## config.mk

```make
export PLATFORM = sky130hd
export DESIGN_NAME = axi_read_write_master
export DESIGN_NICKNAME = d
export VERILOG_FILES = /design/src/rtl/axi_read_write_master_pkg.sv /design/src/rtl/axi_read_fsm.sv /design/src/rtl/axi_read_write_master.sv
export SDC_FILE = /design/constraint.sdc
export NUM_CORES = 1
export LEC_CHECK = 0
export ABC_CLOCK_PERIOD_IN_PS = 10900
export BUFFER_PORTS_ARGS = -buffer_cell sky130_fd_sc_hd__buf_4
export CORE_MARGIN = 5
export CORE_UTILIZATION = 35
export CTS_BUF_LIST = sky130_fd_sc_hd__clkbuf_4 sky130_fd_sc_hd__clkbuf_8
export CTS_CLUSTER_SIZE = 40
export DETAILED_ROUTE_END_ITERATION = 16
export SLEW_MARGIN = 20
export SYNTH_ARGS = -nofsm -noshare
export SYNTH_HDL_FRONTEND = slang
export SYNTH_SLANG_ARGS = --single-unit
```

## constraint.sdc

```tcl
create_clock -name clk -period 10.9 [get_ports clk]
set_input_delay 2.18 -clock clk [delete_from_list [all_inputs] [get_ports clk]]
set_output_delay 2.18 -clock clk [all_outputs]
set_load 0.005 [all_outputs]
```

## src/rtl/axi_read_write_master_pkg.sv

```systemverilog
// -----------------------------------------------------------------------------
// axi_read_write_master_pkg
// Shared types and constants for the AXI4 read/write master bridge:
//   - transaction state enum used by the top-level FSM
//   - AXI encoding constants (size, burst type, response)
//   - channel width constants
// -----------------------------------------------------------------------------
package axi_read_write_master_pkg;

    localparam int ID_W   = 4;
    localparam int ADDR_W = 32;
    localparam int DATA_W = 32;
    localparam int LEN_W  = 4;
    localparam int STRB_W = 4;

    localparam logic [2:0] AXI_SIZE_WORD  = 3'b010;
    localparam logic [1:0] AXI_BURST_INCR = 2'b01;
    localparam logic [1:0] AXI_RESP_OKAY  = 2'b00;

    typedef enum logic [2:0] {
        ST_IDLE = 3'd0,
        ST_AR   = 3'd1,
        ST_R    = 3'd2,
        ST_AW   = 3'd3,
        ST_W    = 3'd4,
        ST_B    = 3'd5,
        ST_DONE = 3'd6
    } state_t;

endpackage

```

## src/rtl/axi_read_fsm.sv

```systemverilog
// -----------------------------------------------------------------------------
// axi_read_fsm
// Read path of the AXI master: issues one INCR burst of READ_LEN+1 beats on
// AR, accepts the beats on R, forwards each beat to the core one cycle later
// and accumulates a sticky error flag for the transaction.
// Ports:
//   clk, rst            clock, asynchronous active-high reset
//   i_start             pulse: latch i_addr and begin a new burst
//   i_addr              burst start address
//   ar*_o / arready_i   AXI read-address channel
//   r*_i / rready_o     AXI read-data channel
//   o_ar_hs             AR handshake this cycle
//   o_last              terminal R beat accepted this cycle
//   o_err               error flag including the beat accepted this cycle
//   o_cpu_rvalid/rdata  registered read beat towards the core
// -----------------------------------------------------------------------------
module axi_read_fsm
    import axi_read_write_master_pkg::*;
#(
    parameter logic [ID_W-1:0]  MASTER_ID = 4'h0,
    parameter logic [LEN_W-1:0] READ_LEN  = 4'h0
) (
    input  logic              clk,
    input  logic              rst,
    input  logic              i_start,
    input  logic [ADDR_W-1:0] i_addr,
    output logic [ID_W-1:0]   arid_o,
    output logic [ADDR_W-1:0] araddr_o,
    output logic [LEN_W-1:0]  arlen_o,
    output logic [2:0]        arsize_o,
    output logic [1:0]        arburst_o,
    output logic              arvalid_o,
    input  logic              arready_i,
    input  logic [ID_W-1:0]   rid_i,
    input  logic [DATA_W-1:0] rdata_i,
    input  logic [1:0]        rresp_i,
    input  logic              rlast_i,
    input  logic              rvalid_i,
    output logic              rready_o,
    output logic              o_ar_hs,
    output logic              o_last,
    output logic              o_err,
    output logic              o_cpu_rvalid,
    output logic [DATA_W-1:0] o_cpu_rdata
);

    logic              r_arvalid;
    logic [ADDR_W-1:0] r_araddr;
    logic              r_rready;
    logic [LEN_W-1:0]  r_cnt;
    logic              r_err;
    logic              r_cpu_rvalid;
    logic [DATA_W-1:0] r_cpu_rdata;

    logic w_r_hs;
    logic w_cnt_last;
    logic w_beat_err;

    assign w_r_hs     = r_rready & rvalid_i;
    assign w_cnt_last = (r_cnt == READ_LEN);
    // The slave's rlast must agree with our own beat count; either one ends
    // the burst so a misbehaving slave cannot hang the core.
    assign w_beat_err = (rresp_i != AXI_RESP_OKAY) | (rid_i != MASTER_ID) |
                        (rlast_i != w_cnt_last);

    assign o_ar_hs = r_arvalid & arready_i;
    assign o_last  = w_r_hs & (rlast_i | w_cnt_last);
    assign o_err   = r_err | (w_r_hs & w_beat_err);

    always_ff @(posedge clk or posedge rst) begin
        if (rst) begin
            r_arvalid    <= 1'b0;
            r_araddr     <= '0;
            r_rready     <= 1'b0;
            r_cnt        <= '0;
            r_err        <= 1'b0;
            r_cpu_rvalid <= 1'b0;
            r_cpu_rdata  <= '0;
        end else begin
            r_cpu_rvalid <= w_r_hs;
            if (w_r_hs) begin
                r_cpu_rdata <= rdata_i;
            end

            if (i_start) begin
                r_arvalid <= 1'b1;
                r_araddr  <= i_addr;
                r_cnt     <= '0;
                r_err     <= 1'b0;
            end else if (o_ar_hs) begin
                r_arvalid <= 1'b0;
                r_rready  <= 1'b1;
            end else if (w_r_hs) begin
                r_err <= o_err;
                if (o_last) begin
                    r_rready <= 1'b0;
                end else begin
                    r_cnt <= r_cnt + 4'd1;
                end
            end
        end
    end

    assign arid_o       = MASTER_ID;
    assign araddr_o     = r_araddr;
    assign arlen_o      = READ_LEN;
    assign arsize_o     = AXI_SIZE_WORD;
    assign arburst_o    = AXI_BURST_INCR;
    assign arvalid_o    = r_arvalid;
    assign rready_o     = r_rready;
    assign o_cpu_rvalid = r_cpu_rvalid;
    assign o_cpu_rdata  = r_cpu_rdata;

endmodule

```

## src/rtl/axi_read_write_master.sv

```systemverilog
// -----------------------------------------------------------------------------
// axi_read_write_master
// AXI4 master bridge for a CPU memory port. Each accepted core request becomes
// one AXI transaction: a single-beat write (AW, W, B) or an INCR read burst of
// READ_LEN+1 beats (AR, R). The core is stalled until the transaction ends;
// completion is a one-cycle cpu_done_o pulse with cpu_err_o alongside.
// Ports:
//   clk, rst                       clock, asynchronous active-high reset
//   cpu_req_i/we_i/addr_i/...      core request
//   cpu_stall_o                    core must hold its request
//   cpu_rvalid_o/cpu_rdata_o       read beat to the core
//   cpu_done_o/cpu_err_o           completion pulse and its error status
//   AR/R/AW/W/B channel signals    AXI4 master interface
// -----------------------------------------------------------------------------
module axi_read_write_master
    import axi_read_write_master_pkg::*;
#(
    parameter logic [ID_W-1:0]  MASTER_ID = 4'h0,
    parameter logic [LEN_W-1:0] READ_LEN  = 4'h0
) (
    input  logic              clk,
    input  logic              rst,
    input  logic              cpu_req_i,
    input  logic              cpu_we_i,
    input  logic [ADDR_W-1:0] cpu_addr_i,
    input  logic [STRB_W-1:0] cpu_wstrb_i,
    input  logic [DATA_W-1:0] cpu_wdata_i,
    output logic              cpu_stall_o,
    output logic              cpu_rvalid_o,
    output logic [DATA_W-1:0] cpu_rdata_o,
    output logic              cpu_done_o,
    output logic              cpu_err_o,
    output logic [ID_W-1:0]   arid_o,
    output logic [ADDR_W-1:0] araddr_o,
    output logic [LEN_W-1:0]  arlen_o,
    output logic [2:0]        arsize_o,
    output logic [1:0]        arburst_o,
    output logic              arvalid_o,
    input  logic              arready_i,
    input  logic [ID_W-1:0]   rid_i,
    input  logic [DATA_W-1:0] rdata_i,
    input  logic [1:0]        rresp_i,
    input  logic              rlast_i,
    input  logic              rvalid_i,
    output logic              rready_o,
    output logic [ID_W-1:0]   awid_o,
    output logic [ADDR_W-1:0] awaddr_o,
    output logic [LEN_W-1:0]  awlen_o,
    output logic [2:0]        awsize_o,
    output logic [1:0]        awburst_o,
    output logic              awvalid_o,
    input  logic              awready_i,
    output logic [DATA_W-1:0] wdata_o,
    output logic [STRB_W-1:0] wstrb_o,
    output logic              wlast_o,
    output logic              wvalid_o,
    input  logic              wready_i,
    input  logic [ID_W-1:0]   bid_i,
    input  logic [1:0]        bresp_i,
    input  logic              bvalid_i,
    output logic              bready_o
);

    state_t            r_state;
    logic [ADDR_W-1:0] r_addr;
    logic [STRB_W-1:0] r_wstrb;
    logic [DATA_W-1:0] r_wdata;
    logic              r_awvalid;
    logic              r_wvalid;
    logic              r_bready;
    logic              r_done;
    logic              r_cpu_err;

    logic w_rd_start;
    logic w_ar_hs;
    logic w_rd_last;
    logic w_rd_err;

    assign w_rd_start = (r_state == ST_IDLE) & cpu_req_i & ~cpu_we_i;

    axi_read_fsm #(
        .MASTER_ID (MASTER_ID),
        .READ_LEN  (READ_LEN)
    ) u_read (
        .clk          (clk),
        .rst          (rst),
        .i_start      (w_rd_start),
        .i_addr       (cpu_addr_i),
        .arid_o       (arid_o),
        .araddr_o     (araddr_o),
        .arlen_o      (arlen_o),
        .arsize_o     (arsize_o),
        .arburst_o    (arburst_o),
        .arvalid_o    (arvalid_o),
        .arready_i    (arready_i),
        .rid_i        (rid_i),
        .rdata_i      (rdata_i),
        .rresp_i      (rresp_i),
        .rlast_i      (rlast_i),
        .rvalid_i     (rvalid_i),
        .rready_o     (rready_o),
        .o_ar_hs      (w_ar_hs),
        .o_last       (w_rd_last),
        .o_err        (w_rd_err),
        .o_cpu_rvalid (cpu_rvalid_o),
        .o_cpu_rdata  (cpu_rdata_o)
    );

    always_ff @(posedge clk or posedge rst) begin
        if (rst) begin
            r_state   <= ST_IDLE;
            r_addr    <= '0;
            r_wstrb   <= '0;
            r_wdata   <= '0;
            r_awvalid <= 1'b0;
            r_wvalid  <= 1'b0;
            r_bready  <= 1'b0;
            r_done    <= 1'b0;
            r_cpu_err <= 1'b0;
        end else begin
            case (r_state)
                ST_IDLE: begin
                    if (cpu_req_i) begin
                        r_addr  <= cpu_addr_i;
                        r_wstrb <= cpu_wstrb_i;
                        r_wdata <= cpu_wdata_i;
                        if (cpu_we_i) begin
                            r_awvalid <= 1'b1;
                            r_state   <= ST_AW;
                        end else begin
                            r_state <= ST_AR;
                        end
                    end
                end
                ST_AR: begin
                    if (w_ar_hs) begin
                        r_state <= ST_R;
                    end
                end
                ST_R: begin
                    if (w_rd_last) begin
                        r_done    <= 1'b1;
                        r_cpu_err <= w_rd_err;
                        r_state   <= ST_DONE;
                    end
                end
                ST_AW: begin
                    if (awready_i) begin
                        r_awvalid <= 1'b0;
                        r_wvalid  <= 1'b1;
                        r_state   <= ST_W;
                    end
                end
                ST_W: begin
                    if (wready_i) begin
                        r_wvalid <= 1'b0;
                        r_bready <= 1'b1;
                        r_state  <= ST_B;
                    end
                end
                ST_B: begin
                    if (bvalid_i) begin
                        r_bready  <= 1'b0;
                        r_done    <= 1'b1;
                        r_cpu_err <= (bresp_i != AXI_RESP_OKAY) | (bid_i != MASTER_ID);
                        r_state   <= ST_DONE;
                    end
                end
                ST_DONE: begin
                    // Requests are never taken here, so a request held high
                    // through completion is only re-accepted from IDLE.
                    r_done    <= 1'b0;
                    r_cpu_err <= 1'b0;
                    r_state   <= ST_IDLE;
                end
                default: begin
                    r_state <= ST_IDLE;
                end
            endcase
        end
    end

    always_comb begin
        cpu_stall_o = 1'b1;
        case (r_state)
            ST_IDLE: cpu_stall_o = cpu_req_i;
            ST_DONE: cpu_stall_o = 1'b0;
            default: cpu_stall_o = 1'b1;
        endcase
    end

    assign cpu_done_o = r_done;
    assign cpu_err_o  = r_cpu_err;

    assign awid_o    = MASTER_ID;
    assign awaddr_o  = r_addr;
    assign awlen_o   = '0;
    assign awsize_o  = AXI_SIZE_WORD;
    assign awburst_o = AXI_BURST_INCR;
    assign awvalid_o = r_awvalid;
    assign wdata_o   = r_wdata;
    assign wstrb_o   = r_wstrb;
    assign wlast_o   = r_wvalid;
    assign wvalid_o  = r_wvalid;
    assign bready_o  = r_bready;

endmodule
```

# == Yosys cells after proc, flatten, opt, wreduce, memory -nomap -nowiden ==
# Index checks and enable logic that the tools add are counted.
# op_classes
mux,37
n_reduce_logical,23
bitwise_logic,13
n_eq_ne,16
n_addsub,1
# ops
op,count
two-way mux 1 bit,19
two-way mux 3 bit,6
one-hot mux 3 bit (6 select lines),1
nonzero test 2 bit,9
two-way mux 4 bit,4
AND reduction 3 bit,5
"!= test 2 bit, second input constant",5
"== test 3 bit, second input constant",3
"!= test 2 x 1 -> 1 bit, second input constant",4
one-hot mux 1 bit (2 select lines),4
nonzero test 4 bit,2
bitwise AND 1 bit,6
"== test 3 x 2 -> 1 bit, second input constant",2
one-hot mux 1 bit (3 select lines),2
AND reduction 6 bit,1
OR 1 bit,5
"adder 4 x 1 -> 4 bit, second input constant",1
logical NOT 4 bit,1
AND reduction 2 bit,2
AND reduction 4 bit,1
"== test 3 x 1 -> 1 bit, second input constant",1
logical NOT 3 bit,1
nonzero test 3 bit,1
two-way mux 2 bit,1
2 further kinds,3
# totals
wordCells,106
output_inout_bits,168
ff_bits,148

# == Longest topological paths before layout ==
# depth
depth_word,8
ltp_mapped,8
depth_no_buf,8

# == Modules after synthesis ==
# From an unflattened synthesis, not the netlist that was laid out.
# hier_totals
hier_cells,416
area_unflattened_um2,6120.9
# modules_own_cells
module,seq_area_each_um2,instances,area_each_um2,cells_per_inst
axi_read_write_master,1901.8,1,3194.3,218
axi_read_fsm,1801.7,1,2926.6,198

# == Least setup slack after synthesis ==
# OpenSTA, ideal clock, no wires.
# synth_path
path_type,input port to output port
start,in cpu_req_i
end,out cpu_stall_o
path_stages,3
t_arrival_ns,2.613
required_time_ns,8.720
n_path_buf,0
slack_ns,6.107
cell_sequence,nor3_1 -> a21oi_1 -> or2_2
# synth_between
elab_chain_len,1
# synth_lines
item,line,rtl
start: declaration,axi_read_write_master.sv:23,"input logic cpu_req_i,"
one-hot mux 1 bit (2 select lines),axi_read_write_master.sv:185,case (r_state)
end: declaration,axi_read_write_master.sv:28,"output logic cpu_stall_o,"
# No other way between the ends.

# == Worst setup path in the final report ==
# Ends and elaborated chain as after synthesis.

==> impl_metrics.py <==
metrics = {
    "clock_network": {
        "postCtsSetupBuffers": 0,
        "cts_hold_buf": 0,
        "cts_resized": 0,
        "cts_root_buffer": "clkbuf_8",
        "path_clk_slew_ns": 0.08,
        "clk-insertion-delay-late_ns": 0.44,
        "clk_path_buf_depth": 2,
        "clock_sink_count": 148,
        "cts_tree": "yes",
        "htree_levels": 4,
        "numCtsBuffers": 17,
    },
    "synthesis": {
        "syn_area_um2": 5980,
        "post_synth_num_cell_types": 38,
        "synth-main-ff-cell": "dfrtp_1",
        "ys_async_sr_fraction": 1.00,
        "yosysWarnings": 0,
        "syn_area_per_cell_um2": 14.6,
        "synth_seq_area_share": 0.619,
        "synth_edf_count": 0,
        "ys_ff_latch": 148,
        "netlist_instances": 409,
    },
    "power_and_ir_drop": {
        "p_leak_nw": 4.07,
        "irDropWorstVdd_mv": 0.125,
        "total_power_mw": 2.37,
        "powerDensity_nw_per_um2": 279,
    },
    "timing": {
        "relSlewSlack": 0.353,
        "rsz0062_at_grt": "no",
        "finalSetupViolations": 0,
        "worstMarginPinSlew_ns": 0.971,
        "slew_violations": 0,
        "finalCritPeriodShare": 0.466,
        "setup_slack_ns": 5.82,
        "hold_viol": 0,
        "finalSetupTns_ns": 0,
        "fin_skew_ns": 0.0130,
        "fin_crit_ns": 5.08,
        "max_freq_mhz": 197,
    },
    "final_layout": {
        "layoutNonFillerInstCount": 905,
        "fin_util": 0.507,
        "drive_above_1_share": 0.587,
        "final_nets": 797,
        "final_common_cell": "buf_4",
        "diodes": 0,
        "final_cell_mix": "buf_4, dfrtp_1, mux2_2, mux2_1, conb_1",
        "area_growth_pct": 41.6,
    },
    "global_routing": {
        "antenna_found_initial": 0,
        "grt_overflow": 0,
        "grtUsageTotal": 0.155,
        "grt_max_degree": 80,
        "grt_pass1_vias": 4460,
        "grt_pass1_wl_mm": 24.5,
    },
    "die": {
        "die_width_um": 141,
        "fp.coreArea_um2": 16700,
        "io_pins": 290,
        "start_util": 0.358,
        "die_h_um": 141,
        "dieArea_um2": 19800,
        "placementRows": 47,
    },
    "critical_path": {
        "rr_startpoint": "r_state[0]$_DFFE_PP0P_",
        "cp-start-kind": "input pin",
        "crit_arrival_ns": 2.90,
        "path_class": "input pin to output pin",
        "cp_max_fo": 3,
        "rrSetupSlack_ns": 8.55,
        "reg2regPathDepth": 3,
        "required_ns": 8.72,
        "cp-end-kind": "output pin",
        "worstReg2RegEnd": "u_read.araddr_o[26]$_DFFE_PP0P_",
        "crit_start": "cpu_req_i",
        "crit_end": "cpu_stall_o",
    },
    "min_path": {
        "hold_path.class": "register to register",
    },
    "placement": {
        "place.gp.congestion": 0.734,
        "hpwl_mm": 11.4,
        "port_buffers": 263,
        "place_inst": 873,
        "dp_worst_setup_slack_ns": 5.83,
    },
    "routing": {
        "drc": 0,
        "via_per_inst": 4.57,
        "wl_mm": 15.4,
        "postRouteAntennaNets": 0,
        "vias": 4134,
        "drt_iter0_drc": 197,
        "first_pass_iters": 4,
        "routedWlPerCell_um": 17.0,
    },
    "flow_run": {
        "max_cap_viol_count": 0,
    },
    "outcome": {
        "status": "complete, no violations",
    },
}
cell type report:
class                           count  area, µm²
Sequential cell                   148       3700
Multi-Input combinational cell    233       2050
Timing Repair Buffer              266       2000
Fill cell                        1489       8230
Inverter                            6       27.5
Clock buffer                       19        262
Tap cell                          220        275
Clock inverter                     13        158
synth_stat cells, types with 3 or more instances:
| library cell | count | area, µm² |
|---|---|---|
| buf_4 | 31 | 233 |
| nor2_1 | 10 | 37.5 |
| dfrtp_1 | 148 | 3700 |
| buf_1 | 3 | 11.3 |
| nand3_1 | 3 | 15.0 |
| nor3_1 | 3 | 15.0 |
| mux2_2 | 100 | 1130 |
| buf_2 | 10 | 50.1 |
| o21ai_0 | 8 | 40.0 |
| nand2_1 | 10 | 37.5 |
| mux2_1 | 32 | 360 |
| ha_1 | 3 | 37.5 |
| a31oi_1 | 4 | 25.0 |
| inv_1 | 6 | 22.5 |
| a21oi_1 | 6 | 30.0 |
| nor2b_1 | 3 | 18.8 |
worst min path at each step:
stage                                               start                              end  slack (ns)  cells past startpoint
after floorplan                  u_read.r_err$_DFFE_PP0P_         u_read.r_err$_DFFE_PP0P_        0.46                      2
after global placement    u_read.araddr_o[20]$_DFFE_PP0P_  u_read.araddr_o[20]$_DFFE_PP0P_        0.47                      1
after detailed placement  u_read.araddr_o[13]$_DFFE_PP0P_  u_read.araddr_o[13]$_DFFE_PP0P_        0.48                      1
after CTS                 u_read.araddr_o[13]$_DFFE_PP0P_  u_read.araddr_o[13]$_DFFE_PP0P_        0.50                      1
after global routing      u_read.araddr_o[21]$_DFFE_PP0P_  u_read.araddr_o[21]$_DFFE_PP0P_        0.52                      1
final                     u_read.araddr_o[16]$_DFFE_PP0P_  u_read.araddr_o[16]$_DFFE_PP0P_        0.49                      1
worst max-delay path, cell delays in order:
cell and delay (ns):
buf_4 0.12, nor3_1 0.13, a21oi_1 0.05, or2_2 0.28, buf_4 0.14
layer usage:
layer | vias to the layer above | part of all wire | global-route usage
li1 | 1896 | - | -
met1 | 2031 | 0.38 | 0.181
met2 | 195 | 0.50 | 0.262
met3 | 12 | 0.11 | 0.0708
met4 | 0 | 0.0071 | 0.0398
met5 | - | 0 | 0
cell families (layout without fill, tap and decap cells):
logic type	Yosys count	after routing	synth area share
mux	134	134	0.252
flops	148	148	0.619
other cells	2	26	0.00125
compound gates	25	25	0.0255
simple gates	43	43	0.0393
xor+xnor	2	2	0.00293
fa+ha+maj	3	3	0.00627
buf+inv	52	304	0.0541
power by group:
part           internal (mW)  switching (mW)  leakage, nW
clock                  0.237           0.207        0.203
sequential             0.822           0.166         1.77
combinational          0.598           0.336         2.10
total                   1.66           0.709         4.07
flip-flops by register name, indices dropped and copies added, names as in the netlist:
signal,count
u_read.r_err,1
wlast_o,1
u_read.araddr_o,32
wdata_o,32
u_read.rready_o,1
cpu_done_o,1
u_read.arvalid_o,1
bready_o,1
cpu_err_o,1
r_state,3
awaddr_o,32
awvalid_o,1
u_read.r_cnt,4
u_read.o_cpu_rvalid,1
u_read.o_cpu_rdata,32
wstrb_o,4
stage by stage:
stage	cell area (µm²)	hold WS, ns
finish	8470	0.492
global route	8470	0.516
CTS	8470	0.497
detailed placement	8050	0.476
global placement	8050	0.470
floorplan	6070	0.463
Power figures use the tool's default switching activity.
